==> src/rtl/rand_rot_seq.sv <==
// Serves NROT+1 right-rotations (STEP bits apart) of each loaded randomness vector.
// First beat one cycle after load; beats hold on out_ready=0; a refill is accepted on the final beat.
module rand_rot_seq #(
  parameter int WIDTH = 139,
  parameter int STEP  = 8,
  parameter int NROT  = 15
) (
  input  logic             clk,
  input  logic             rst_n,
  input  logic             flush,
  input  logic             in_valid,
  output logic             in_ready,
  input  logic [WIDTH-1:0] in_data,
  output logic             out_valid,
  input  logic             out_ready,
  output logic [WIDTH-1:0] out_data,
  output logic [3:0]       out_idx,
  output logic             refill_req
);

  typedef enum logic {
    IDLE  = 1'b0,
    SERVE = 1'b1
  } state_e;

  localparam logic [3:0] LAST_IDX = 4'(NROT);

  state_e           state_q, state_d;
  logic [WIDTH-1:0] vec_q, vec_d;
  logic [3:0]       idx_q, idx_d;
  logic             live_q, live_d;

  logic             serving;
  logic             on_last;
  logic             in_xfer;
  logic             out_xfer;
  logic [WIDTH-1:0] vec_rot;

  assign serving  = (state_q == SERVE);
  assign on_last  = serving && (idx_q == LAST_IDX);
  assign vec_rot  = {vec_q[STEP-1:0], vec_q[WIDTH-1:STEP]};

  // live_q keeps in_ready low while in reset and until the first edge after release.
  assign in_ready   = live_q && (!serving || (on_last && out_ready));
  assign out_valid  = serving;
  assign out_data   = serving ? vec_q : '0;
  assign out_idx    = serving ? idx_q : 4'd0;
  assign refill_req = on_last;

  assign in_xfer  = in_valid && in_ready;
  assign out_xfer = out_valid && out_ready;

  always_comb begin
    state_d = state_q;
    vec_d   = vec_q;
    idx_d   = idx_q;
    live_d  = 1'b1;
    if (flush) begin
      state_d = IDLE;
      vec_d   = '0;
      idx_d   = 4'd0;
    end else if (in_xfer) begin
      // Covers both the IDLE load and the back-to-back refill on the final beat.
      state_d = SERVE;
      vec_d   = in_data;
      idx_d   = 4'd0;
    end else if (out_xfer) begin
      if (idx_q < LAST_IDX) begin
        vec_d = vec_rot;
        idx_d = idx_q + 4'd1;
      end else begin
        state_d = IDLE;
        vec_d   = '0;
        idx_d   = 4'd0;
      end
    end
  end

  always_ff @(posedge clk or negedge rst_n) begin
    if (!rst_n) begin
      state_q <= IDLE;
      vec_q   <= '0;
      idx_q   <= 4'd0;
      live_q  <= 1'b0;
    end else begin
      state_q <= state_d;
      vec_q   <= vec_d;
      idx_q   <= idx_d;
      live_q  <= live_d;
    end
  end

endmodule
==> config.mk <==
export PLATFORM = sky130hd
export DESIGN_NAME = rand_rot_seq
export DESIGN_NICKNAME = d
export VERILOG_FILES = /design/src/rtl/rand_rot_seq.sv
export SDC_FILE = /design/constraint.sdc
export NUM_CORES = 1
export LEC_CHECK = 0
export ABC_AREA = 1
export CAP_MARGIN = 20
export CORE_MARGIN = 2
export CORE_UTILIZATION = 39
export CTS_BUF_LIST = sky130_fd_sc_hd__clkbuf_16
export DETAILED_ROUTE_END_ITERATION = 8
export HOLD_SLACK_MARGIN = 0.02
export PLACE_DENSITY_LB_ADDON = 0.15
export SKIP_CTS_REPAIR_TIMING = 1
export SLEW_MARGIN = 20
export SYNTH_ARGS = -nofsm -noshare
export SYNTH_HDL_FRONTEND = slang
export SYNTH_SLANG_ARGS = --single-unit
==> constraint.sdc <==
create_clock -name clk -period 2.18 [get_ports clk]
set_clock_uncertainty 0.2 [all_clocks]
set_input_delay 0.218 -clock clk [delete_from_list [all_inputs] [get_ports clk]]
set_output_delay 0.218 -clock clk [all_outputs]
set_load 0.03 [all_outputs]
### Word level (Yosys, flattened, before mapping)

Index checks and enable logic that the tools add are counted.

* $add $sub $neg: 1
* multipliers: 0
* div/mod/pow operators: 0
* $lt $le $gt $ge: 1
* equality and inequality tests: 2
* shifts and indexed selects: 0
* multiplexer cells: 14
* bitwise logic cells: 0
* reduce and logical (&&, ||, !) cells: 9

Operator list (count)
* $mux 139: 5
* $mux 4: 5
* $logic_and 1x1->1: 5
* $add 4x1->4 const B: 1
* $eq 4x4->1 const B: 1
* $lt 4x4->1 const B: 1
* $mux 1: 4
* $ne 3x3->1 const B: 1
* $reduce_bool 3->1: 1
* $reduce_and 2->1: 1
* $logic_not 1->1: 1
* $logic_or 1x1->1: 1

* bits in registers: 145
* bits in latches: 0
* RAM bits: 0
* ROM bits: 0
* input port bits: 144
* output and inout port bits: 146
* logic and storage cells: 31
* memories: 0

### Depth between registers and ports, before layout

* depth in word-level cells: 8
* mapped depth: 10
* depth with buffers taken out: 8

### Worst setup path after synthesis

OpenSTA, ideal clock, no wires.

* kind: reg2out
* from: reg live_q
* to: out in_ready
* arrival time: 1810 ps
* data required time: 1762 ps
* path slack: -48 ps
* stages on the path, launching flop included: 5
* buffers on the path: 3
* path through: dfrtp_1 -> clkbuf_1 -> clkbuf_1 -> clkbuf_1 -> a21boi_0

* longest elaborated chain between the ends: 1

RTL lines
* start, declared: RTL line 31 `logic live_q, live_d;`
* start signal, assigned: RTL line 89 `live_q <= live_d;`
* $logic_and 1x1->1: RTL line 44 `assign in_ready = live_q && (!serving || (on_last && out_ready));`
* end, declared: RTL line 12 `output logic in_ready,`

Every way passes these cells.

### Final worst setup path

* from: reg state_q (netlist: out_valid)
* to: out out_data[85]

* longest elaborated chain between the ends: 1

RTL lines
* start, declared: RTL line 28 `state_e state_q, state_d;`
* start signal, assigned: RTL line 86 `state_q <= state_d;`
* $mux 139: RTL line 46 `assign out_data = serving ? vec_q : '0;`
* end, declared: RTL line 16 `output logic [WIDTH-1:0] out_data,`

Every way passes these cells.

==> impl_metrics.tcl <==
set metrics [dict create \
    routed_wl_um 36200 \
    ctsRootBufferMaster "clkbuf_16" \
    fp.coreArea_um2 25800 \
    clock_latency_ps 420 \
    intPower_w 0.00526 \
    top_usage_layer "met2" \
    whs_ps 141 \
    ys_warn_count 0 \
    hp-class "primary input to asynchronous set/reset pin" \
    layout_min_cycle_time_ps 2100 \
    firstDrtPassIters 5 \
    grtUsageMet3_pct 3.35 \
    grtUsageMet1_pct 36.3 \
    cap_violations 0 \
    swShare_pct 31.7 \
    hold_violations 0 \
    ir_worst_vdd_v 0.000369 \
    clock_sinks 145 \
    netlist_top_cells_area "dfrtp_1 (36%), nand2_1 (31%), inv_1 (11%), nand4_1 (8.7%), nand3_1 (6.9%)" \
    dpl.cell_count 2238 \
    clock_path_buffers 2 \
    grt_usage_pct 25.4 \
    slew_violations 0 \
    layout_commonest_cell "nand2_1" \
    fp-row-count 59 \
    critPathKind "flop to output port" \
    yosysTopAreaCell "dfrtp_1" \
    fmax_mhz 476 \
    tns_ps 0 \
    leakagePower_nw 9.46 \
    dieArea_um2 27400 \
    synth_top_family_by_area "simple AND/OR/NAND/NOR gates" \
    yosysSeqAreaShare_pct 35.7 \
    antenna_found_initial 0 \
    setup_slack_ps 78.0 \
    tightest_slew_ps 735 \
    power.density_nw_per_um2 551 \
    place_ws_ps 37.5 \
    period_share_pct 96.4 \
    wl_per_cell_um 15.9 \
    status "complete, no violations" \
    synth_xor_area_share_pct 0.0861 \
    routabilityCongestion 0.840 \
    synthAdderAreaFrac_pct 0.123 \
    start_util_pct 39.4 \
    synth_fp_nets 1862 \
    portBuffers 289 \
    seqPwrFrac_pct 39.5 \
    syn_inst 1717 \
    grt_pass1_wl_um 55600 \
    netlist.area_leader.share_pct 35.7 \
    start_kind "flop" \
    die_h_um 165 \
    drt-initial-drc-count 1044 \
    layout.nets 2076 \
    worstPathRequired_ps 1760 \
    switching_power_w 0.00244 \
    ys_types 19 \
    syn_area_um2 10200 \
    synth_compound_area_share_pct 0.172 \
    slew_headroom_pct 51.0 \
    grt_pass1_vias 10600 \
    yosys_register_bits 145 \
    post_route_cells_drive_above_1_share_pct 11.5 \
    met2_usage_pct 40.0 \
    yosys-mux-area-fraction_pct 0 \
    cts_tree "built" \
    pwr-share-comb_pct 22.7 \
    dp.final_hpwl_um 22000 \
    num_vias 11500 \
    clockPowerShare_pct 37.9 \
    grt_max_degree 140 \
    drtAntennaViolNets 0 \
    setup_viol 0 \
    numCtsBuffers 17 \
    rsz0062_at_grt "yes" \
    via_per_inst 5.05 \
    cp.arrival_ps 1680 \
    total_power_w 0.00770 \
    die_w_um 165 \
    area_growth_pct 37.5 \
    clk_pin_slew_ps 70 \
    antenna_cells 0 \
    grt_overflow 0 \
    fin_cells 2279 \
    cp_max_fo 19 \
    synth_simple_gate_area_share_pct 47.5 \
    end_kind "output port" \
    drc 0 \
    synth_area_per_cell_um2 5.92 \
    htreeDepth 4 \
    ios 290 \
    final_cell_mix "nand2_1 (850), inv_1 (287), buf_4 (146)" \
]
[worst max-delay path: stages, from the launching register on]
cell and delay, ps:
dfrtp_4 480, buf_6 200, buf_4 250, nand2_1 80, inv_1 80, buf_4 160
[area by class of cell]
type,count,area [um^2]
Fill cell,2664,11900
Multi-Input combinational cell,1147,4910
Inverter,287,1090
Timing Repair Buffer,333,3350
Sequential cell,145,3640
Clock buffer,17,425
Clock inverter,15,144
Tap cell,335,419
[per-layer routing]
metal	wire length (um)	share of wire, %	vias up
met1	16200	45	5334
met4	771	2.1	0
met3	2450	6.8	47
met5	0	0	-
met2	16800	46	497
li1	-	-	5624
[sequential cells by signal, indices dropped and copies added (netlist names)]
| signal | count |
|---|---|
| idx_q | 4 |
| live_q | 1 |
| out_valid | 1 |
| vec_q | 139 |
[power by group through the flow]
stage / registers, W / clock network [W] / logic, W
detailed placement: 0.00309 / 0 / 0.00167
floorplan: 0.00302 / 0 / 0.000967
global placement: 0.00308 / 0 / 0.00167
global route: 0.00306 / 0.00307 / 0.00193
finish: 0.00304 / 0.00292 / 0.00174
CTS: 0.00304 / 0.00295 / 0.00168
[final timing paths]
path | start | to | slack [ps] | cells past startpoint
max | out_valid | out_data[85] | 80 | 5
min | rst_n | vec_q[8] | 140 | 2
max reg2reg | idx_q[1] | vec_q[80] | 80 | 8
min reg2reg | vec_q[122] | vec_q[122] | 300 | 2
max in group asynchronous | rst_n | out_valid | 990 | 3
min in group clk | in_valid | idx_q[0] | 200 | 5
[Yosys cell counts]
library cell  number
nand3_1          141
nor2_1             3
conb_1             1
a21oi_1            2
dfrtp_1          145
nand2_2            1
buf_2             49
ha_1               1
or2_2              1
nand3_2            2
inv_2              2
nand4_1          142
clkbuf_1          82
inv_1            285
a21boi_0           1
buf_1              5
xor2_1             1
buf_4              2
nand2_1          851
[stage by stage]
step	instance area, um^2	util, %
CTS	13800	53.3
global placement	13200	51.1
floorplan	10200	-
finish	14000	54.1
global route	14000	54.1
detailed placement	13200	51.1
[logic make-up (layout without fill, tap and decap cells)]
kind of cell / Yosys count / count (layout)
AOI/OAI and AO/OA: 3 / 3
xor gates and xnor gates: 1 / 1
adders and majority gates: 1 / 1
buffers and inverters: 425 / 652
DFF: 145 / 145
other: 1 / 1
and+or+nand+nor: 1141 / 1141
Note: power is estimated with default switching activity, not from simulation.
